===== src/rtl/ex_muldiv_unit.sv =====
// Iterative signed MUL/MULH/DIV/REM unit for EX, stalls the pipe while busy.
// Ports: clk_i, rst_i, start_i, op_i, data0_i, data1_i, flush_i -> busy_o, done_o, result_o.
module ex_muldiv_unit #(
  parameter int DATA_WIDTH = 32
) (
  input  logic                  clk_i,
  input  logic                  rst_i,
  input  logic                  start_i,
  input  logic [1:0]            op_i,
  input  logic [DATA_WIDTH-1:0] data0_i,
  input  logic [DATA_WIDTH-1:0] data1_i,
  input  logic                  flush_i,
  output logic                  busy_o,
  output logic                  done_o,
  output logic [DATA_WIDTH-1:0] result_o
);

  localparam int W  = DATA_WIDTH;
  localparam int CW = $clog2(W);

  localparam logic [1:0] OP_MUL  = 2'b00;
  localparam logic [1:0] OP_MULH = 2'b01;
  localparam logic [1:0] OP_DIV  = 2'b10;
  localparam logic [1:0] OP_REM  = 2'b11;

  typedef enum logic [1:0] {
    IDLE,
    CALC,
    FIX,
    DONE
  } state_t;

  state_t          state;
  logic [1:0]      op;
  logic            sign;
  logic [W-1:0]    opnd;
  logic [2*W-1:0]  acc;
  logic [CW-1:0]   cnt;

  logic            sign_a;
  logic            sign_b;
  logic [W-1:0]    mag_a;
  logic [W-1:0]    mag_b;
  logic            is_div;
  logic            div_zero;
  logic            div_ovf;
  logic            special;
  logic [W-1:0]    special_res;
  logic            can_start;

  logic [W:0]      mul_sum;
  logic [2*W-1:0]  mul_next;
  logic [W:0]      div_sh;
  logic [W:0]      div_diff;
  logic [2*W-1:0]  div_next;

  logic [2*W-1:0]  prod_s;
  logic [W-1:0]    quo_s;
  logic [W-1:0]    rem_s;
  logic [W-1:0]    fix_res;

  // Operand decode and special-case detection at the accept edge.
  always_comb begin
    sign_a    = data0_i[W-1];
    sign_b    = data1_i[W-1];
    mag_a     = sign_a ? -data0_i : data0_i;
    mag_b     = sign_b ? -data1_i : data1_i;
    is_div    = op_i[1];
    div_zero  = (data1_i == '0);
    div_ovf   = (data0_i == {1'b1, {(W-1){1'b0}}}) &&
                (data1_i == '1);
    special   = is_div && (div_zero || div_ovf);
    can_start = start_i && ((state == IDLE) || (state == DONE));
    special_res = '0;
    if (op_i == OP_REM) begin
      special_res = div_zero ? data0_i : '0;
    end else begin
      special_res = div_zero ? '1 : {1'b1, {(W-1){1'b0}}};
    end
  end

  // Multiply: acc = {partial high, multiplier}; add multiplicand
  // into the high half when the current LSB is set, then shift right.
  always_comb begin
    mul_sum  = {1'b0, acc[2*W-1:W]} + (acc[0] ? {1'b0, opnd} : '0);
    mul_next = {mul_sum, acc[W-1:1]};
  end

  // Divide: acc = {remainder, dividend->quotient}; restoring step.
  always_comb begin
    div_sh   = {acc[2*W-1:W], acc[W-1]};
    div_diff = div_sh - {1'b0, opnd};
    if (div_diff[W]) begin
      div_next = {div_sh[W-1:0], acc[W-2:0], 1'b0};
    end else begin
      div_next = {div_diff[W-1:0], acc[W-2:0], 1'b1};
    end
  end

  // Sign fix-up and field select.
  always_comb begin
    prod_s  = sign ? -acc : acc;
    quo_s   = sign ? -acc[W-1:0] : acc[W-1:0];
    rem_s   = sign ? -acc[2*W-1:W] : acc[2*W-1:W];
    fix_res = '0;
    unique case (op)
      OP_MUL:  fix_res = prod_s[W-1:0];
      OP_MULH: fix_res = prod_s[2*W-1:W];
      OP_DIV:  fix_res = quo_s;
      OP_REM:  fix_res = rem_s;
      default: fix_res = '0;
    endcase
  end

  always_ff @(posedge clk_i or posedge rst_i) begin
    if (rst_i) begin
      state    <= IDLE;
      op       <= OP_MUL;
      sign     <= 1'b0;
      opnd     <= '0;
      acc      <= '0;
      cnt      <= '0;
      busy_o   <= 1'b0;
      done_o   <= 1'b0;
      result_o <= '0;
    end else if (flush_i) begin
      state  <= IDLE;
      busy_o <= 1'b0;
      done_o <= 1'b0;
    end else begin
      unique case (state)
        IDLE, DONE: begin
          done_o <= 1'b0;
          if (can_start) begin
            op   <= op_i;
            sign <= (op_i == OP_REM) ? sign_a : (sign_a ^ sign_b);
            cnt  <= '0;
            if (special) begin
              result_o <= special_res;
              state    <= DONE;
              done_o   <= 1'b1;
              busy_o   <= 1'b0;
            end else begin
              // Divide keeps the divisor, multiply the multiplicand.
              acc    <= is_div ? {{W{1'b0}}, mag_a} : {{W{1'b0}}, mag_b};
              opnd   <= is_div ? mag_b : mag_a;
              state  <= CALC;
              busy_o <= 1'b1;
            end
          end else begin
            state <= IDLE;
          end
        end
        CALC: begin
          acc <= op[1] ? div_next : mul_next;
          cnt <= cnt + CW'(1);
          if (cnt == CW'(W-1)) begin
            cnt   <= '0;
            state <= FIX;
          end
        end
        FIX: begin
          result_o <= fix_res;
          state    <= DONE;
          busy_o   <= 1'b0;
          done_o   <= 1'b1;
        end
        default: begin
          state  <= IDLE;
          busy_o <= 1'b0;
          done_o <= 1'b0;
        end
      endcase
    end
  end

endmodule


===== config.mk =====
export PLATFORM = sky130hd
export DESIGN_NAME = ex_muldiv_unit
export DESIGN_NICKNAME = d
export VERILOG_FILES = /design/src/rtl/ex_muldiv_unit.sv
export SDC_FILE = /design/constraint.sdc
export NUM_CORES = 1
export LEC_CHECK = 0
export BUFFER_PORTS_ARGS = -buffer_cell sky130_fd_sc_hd__buf_2
export CORE_MARGIN = 2
export CORE_UTILIZATION = 31
export CTS_BUF_LIST = sky130_fd_sc_hd__clkbuf_8
export CTS_CLUSTER_SIZE = 8
export DETAILED_ROUTE_END_ITERATION = 8
export RECOVER_POWER = 100
export SYNTH_ARGS = -nofsm -noshare
export SYNTH_HDL_FRONTEND = slang
export SYNTH_SLANG_ARGS = --single-unit

===== constraint.sdc =====
create_clock -name clk_i -period 12.7 [get_ports clk_i]
set_input_delay 2.54 -clock clk_i [delete_from_list [all_inputs] [get_ports clk_i]]
set_output_delay 2.54 -clock clk_i [all_outputs]
set_load 0.01 [all_outputs]

Word-level counts from Yosys, hierarchy flattened
Cells that the tools add are included.
{"block": "word_totals", "reg_bits": 140, "in_bits": 70, "output_inout_bits": 34, "elab_cells": 90}
{"block": "op_classes", "n_addsub": 8, "n_eq_ne": 15, "mux": 37, "n_bitwise": 3, "reduce_logical": 18}
{"cell": "$mux W32", "count": 11}
{"cell": "$mux W64", "count": 5}
{"cell": "$neg A32 Y32", "count": 4}
{"cell": "$pmux W32 S4", "count": 1}
{"cell": "$pmux W64 S2", "count": 1}
{"cell": "$eq A32 B32 Y1 const B", "count": 2}
{"cell": "$neg A64 Y64", "count": 1}
{"cell": "$pmux W32 S2", "count": 1}
{"cell": "$add A32 B32 Y33", "count": 1}
{"cell": "$sub A33 B32 Y33", "count": 1}
{"cell": "$logic_not A32 Y1", "count": 1}
{"cell": "$mux W31", "count": 1}
{"cell": "$reduce_and A4 Y1", "count": 3}
{"cell": "$eq A2 B2 Y1 const B", "count": 5}
{"cell": "$mux W5", "count": 2}
{"cell": "$pmux W5 S2", "count": 1}
{"cell": "$mux W2", "count": 4}
{"cell": "$mux W1", "count": 7}
{"cell": "$ne A2 B2 Y1 const B", "count": 3}
{"cell": "$ne A3 B3 Y1 const B", "count": 2}
{"cell": "$pmux W2 S3", "count": 1}
{"cell": "$reduce_and A3 Y1", "count": 2}
{"cell": "$add A5 B1 Y5 const B", "count": 1}
{"cell": "$eq A5 B5 Y1 const B", "count": 1}
{"cell": "other kinds (11)", "count": 19}

Logic depth before layout (Yosys ltp)
{"block": "depth", "depth_word": 8, "mapped_depth": 14}

Worst setup path before layout
Ideal clock, no wire load.
{"block": "synth_timing", "path_type": "input to register", "from": "in data0_i[17]", "to": "reg result_o[23]", "setup_time_ps": 141, "arrival_ps": 5164, "slack_ps": 7395, "stages": 10, "path_cell_list": "or4_4 -> or4_4 -> or3_1 -> o31ai_4 -> a31oi_1 -> or3_1 -> buf_2 -> or3_1 -> o21ai_1 -> a31oi_1"}
{"block": "synth_via", "elab_chain_len": 6}
{"item": "start, declared", "line": "10", "text": "input logic [DATA_WIDTH-1:0] data0_i,"}
{"item": "$eq A32 B32 Y1", "line": "70", "text": "div_ovf = (data0_i == {1'b1, {(W-1){1'b0}}}) &&"}
{"item": "$logic_and A1 B1 Y1", "line": "70"}
{"item": "$logic_or A1 B1 Y1", "line": "72", "text": "special = is_div && (div_zero || div_ovf);"}
{"item": "$logic_and A1 B1 Y1", "line": "72"}
{"item": "$ne A2 B2 Y1 (no line)"}
{"item": "$reduce_and A4 Y1 (no line)"}
{"item": "end signal, assigned", "line": "139", "text": "result_o <= special_res;"}
{"item": "end signal, assigned", "line": "163", "text": "result_o <= fix_res;"}
{"item": "end, declared", "line": "15", "text": "output logic [DATA_WIDTH-1:0] result_o"}
Every way passes these cells.
A chain may end at the register's enable or synchronous reset.

Worst setup path after layout
{"block": "layout_timing", "from": "in data1_i[0]", "to": "reg acc[43]"}
{"block": "layout_via", "elab_chain_len": 6, "elab_cells_between_ends": 7, "classes_between": "2 x eq/ne; 5 x reduce/logical"}
{"item": "start, declared", "line": "11", "text": "input logic [DATA_WIDTH-1:0] data1_i,"}
{"item": "$eq A32 B32 Y1", "line": "71", "text": "(data1_i == '1);"}
{"item": "$logic_and A1 B1 Y1", "line": "70"}
{"item": "$logic_or A1 B1 Y1 *", "line": "72"}
{"item": "$logic_and A1 B1 Y1 *", "line": "72"}
{"item": "$ne A2 B2 Y1 (no line) *"}
{"item": "$reduce_and A4 Y1 (no line) *"}
{"item": "end signal, assigned", "line": "145", "text": "acc <= is_div ? {{W{1'b0}}, mag_a} : {{W{1'b0}}, mag_b};"}
{"item": "end signal, assigned", "line": "155", "text": "acc <= op[1] ? div_next : mul_next;"}
{"item": "end, declared", "line": "37", "text": "logic [2*W-1:0] acc;"}
Every way passes the cells marked *; elsewhere a longest branch is shown, timed or not.

==> key figures <==
Place
  • Placed wire-length estimate: roughly 42 mm
  • Place WS: roughly 6.0 ns
  • Port bufs: 103
  • Gpl congestion: 0.936
  • Area after DPL: 15300 um2

STA
  • Clk_skew: 0.0248 ns
  • Tightest Pin Transition: between 4 and 5 ns
  • Final count of negative-setup-slack endpoints: 0
  • WHS: 0.478 ns
  • Final setup margin: approximately 4.6 ns
  • Final period util: 0.635
  • RSZ-0062 raised after global routing: no
  • Setup TNS Final: 0 ns
  • Final hold violation count: 0
  • Relative slew slack: -1.84
  • Max Transition Viols Final: 358
  • Fin crit period: 8.06 ns
  • Fmax: 124 MHz

Yosys
  • Syn_nets: 2032
  • Mapped cell area: around 14000 um2
  • Number of synthesized register bits: between 100 and 150
  • Top-area cell type share of the netlist area: 0.245
  • Synth area leader: dfrtp_1
  • Synth cell types: 80
  • Synth Warn #: 0
  • Post-Syn Instances: about 1900
  • Sequential area share after synthesis: 0.245
  • Async S/R FF share, synth: 1.00
  • Avg Cell Area, Syn: roughly 7.6 um2
  • Post-synth EDFFs: 0
  • Synth area leaders: dfrtp_1, o21ai_0, ha_1
  • Post-synth top flop: dfrtp_1

Route
  • First drt pass iteration count: 8
  • Drt total wl: 53.5 mm
  • Residual DRC: 0
  • Met2 wire length: 23.6 mm
  • Post-DRT Antenna Nets: 0
  • DRC marker count from the first detailed-route iteration: ~1300
  • Met3 wire len: 3.69 mm
  • Max layer used: met4
  • Routed len/inst: around 21 um
  • Met1 wire length: around 24 mm
  • Routed vias: between 10000 and 15000
  • Vias per inst: about 5.8

GRT
  • Gr ovfl total: 0
  • First-pass GRT wire length: about 80 mm
  • Largest net degree at the start of global routing: 99
  • Vias in the first global route: 13206
  • Antenna violations before repair: 0
  • GRT Total Usage: 0.220

Setup path
  • Slowest stage delay, CP: approximately 2.1 ns
  • Worst r2r path cells: 10
  • Crit-path cells: clkbuf_1 -> inv_1 -> ha_1 -> or3b_2 -> nor3_1 -> nand4_1 -> o31ai_1 -> a21boi_4 -> buf_4 -> or2_2 -> clkbuf_1 -> nand3_1 -> o21ai_0
  • Worst EP arrival: ~8.4 ns
  • Worst Setup Path Type: input pin to flip-flop
  • Startpoint Class: input pin
  • CP Data Required Time: approximately 13 ns
  • Most frequent CP cell: clkbuf_1
  • Crit end category: flip-flop
  • Slowest-stage cell, CP: clkbuf_1
  • CP max FO: between 70 and 80

Floorplan
  • Die X: ~220 um
  • Core ar.: 45500 um2
  • FP Rows: just under 80
  • Full die area: about 48000 um2
  • Starting Density: 0.315
  • Die Y: between 200 and 250 um
  • # IOs: 104

Clock tree
  • Clock-pin slew on the worst setup and hold paths: 0.08 ns
  • Post_cts resized: 0
  • TritonCTS clock tree: yes
  • CTS Root Cell: clkbuf_8
  • CTS buffer count: 17
  • Max Buffers Root-to-Sink: 2
  • Clock sinks: 140
  • Post-CTS repair timing setup buffer count: 0
  • Hold-fix buffers, CTS: 0
  • Clk_lat worst skew: roughly 0.49 ns
  • Htree depth: 4

Worst hold path
  • Hold Crit Class: flip-flop to flip-flop
  • Worst Hold Depth: 2

Cells and area
  • Area Overhead vs Synth: 8.86%
  • Nets: a little over 2000
  • Final Cell Area: roughly 16000 um2
  • Layout cells sized above 1: 0.0875
  • # diodes: 0
  • Post-layout util: 0.343

Run status
  • Violated checks: max-capacitance violations, max-slew violations
  • Status: complete, but fails checks

Pwr
  • Power per cell area: roughly 260 nW/um2
  • Peak VDD IR: 114 uV
  • Leak: approximately 6.5 nW

Job
  • Max-cap violations: 5
-- placed cells by master (no fill, tap or decap), drive strengths merged, types with 6 or more instances in the layout --
| cell type | n |
|---|---|
| nand4 | 20 |
| and3 | 11 |
| a21oi | 158 |
| a31oi | 24 |
| nor2 | 164 |
| xor2 | 78 |
| xnor2 | 83 |
| o31ai | 41 |
| a21boi | 6 |
| mux2i | 52 |
| nor2b | 14 |
| o21ai | 222 |
| a211oi | 28 |
| a22oi | 16 |
| or3 | 20 |
| o2111ai | 6 |
| nor4 | 16 |
| nand2b | 17 |
| nor3 | 45 |
| o21a | 19 |
| clkbuf | 64 |
| o41ai | 18 |
| or4 | 19 |
| a21o | 30 |
| o21bai | 7 |
| mux2 | 35 |
| nand3 | 31 |
| o211ai | 31 |
| or2 | 9 |
| buf | 76 |
| dfrtp | 140 |
| inv | 68 |
| and2 | 14 |
| ha | 73 |
| nand2 | 199 |
-- synthesized netlist by cell type, types with 20 or more instances --
master,count
a31oi_1,24
a21o_1,30
xnor2_1,83
nor3_1,44
ha_1,73
o31ai_1,40
nand4_1,20
a211oi_1,28
dfrtp_1,140
nor2_1,162
inv_1,65
nand2_1,199
a21oi_1,157
mux2_2,35
o21ai_0,215
xor2_1,78
or3_1,20
mux2i_1,52
clkbuf_1,99
o211ai_1,31
nand3_1,31
-- flip-flops by register name (all words and copies together) (netlist names) --
signal,flops
op,2
result_o,32
opnd,32
sign,1
busy_o,1
state,2
cnt,5
done_o,1
acc,64
-- final cells by class --
cell class | instances | area [um2]
clock buffer | 19 | 262
clock inverter | 11 | 136
fill | 4873 | 29900
inverter | 66 | 249
multi-input combinational | 1563 | 10100
sequential | 140 | 3510
tap | 600 | 751
timing repair buffer | 121 | 579
-- through the flow --
stage	cells	power [mW]
2_1_floorplan	1887	2.83
3_3_place_gp	2490	3.55
5_1_grt	2520	4.33
3_5_place_dp	2490	3.58
6_report	2520	4.02
4_1_cts	2520	3.98
-- worst paths after layout --
check	from	end	slack, ns
min reg2reg	result_o[17]	result_o[17]	0.48
max in group asynchronous	rst_i	opnd[22]	4.76
max	data1_i[0]	acc[43]	4.64
max reg2reg	state[0]	acc[43]	6.41
min	result_o[17]	result_o[17]	0.48
min in group asynchronous	rst_i	result_o[10]	2.93
-- per-layer routing --
metal | up-vias | GRT usage
met3 | 78 | 0.0245
met4 | 0 | 0.0908
met5 | - | 0
met1 | 6988 | 0.313
met2 | 550 | 0.336
li1 | 6906 | -
-- cell families (layout without fill, tap and decap cells) --
family	Yosys count	after routing	share of synthesized area
xor+xnor	161	161	0.0985
mux	87	87	0.0639
flops	140	140	0.245
simple gates	594	594	0.196
fa+ha+maj	75	75	0.0666
compound gates	646	646	0.281
buf+inv	184	217	0.0491
-- critical path, delay by kind of cell --
family | cells | cell delay [ns]
fa+ha+maj | 1 | 0.20
compound gates | 3 | 0.89
buf+inv | 4 | 2.82
simple gates | 5 | 1.94
-- power breakdown --
part / internal, mW / switching [mW]
registers: 0.635 / 0.355
clock network: 0.186 / 0.201
logic: 1.03 / 1.62
total: 1.85 / 2.17
No activity file was read; power rests on OpenSTA's default activity.
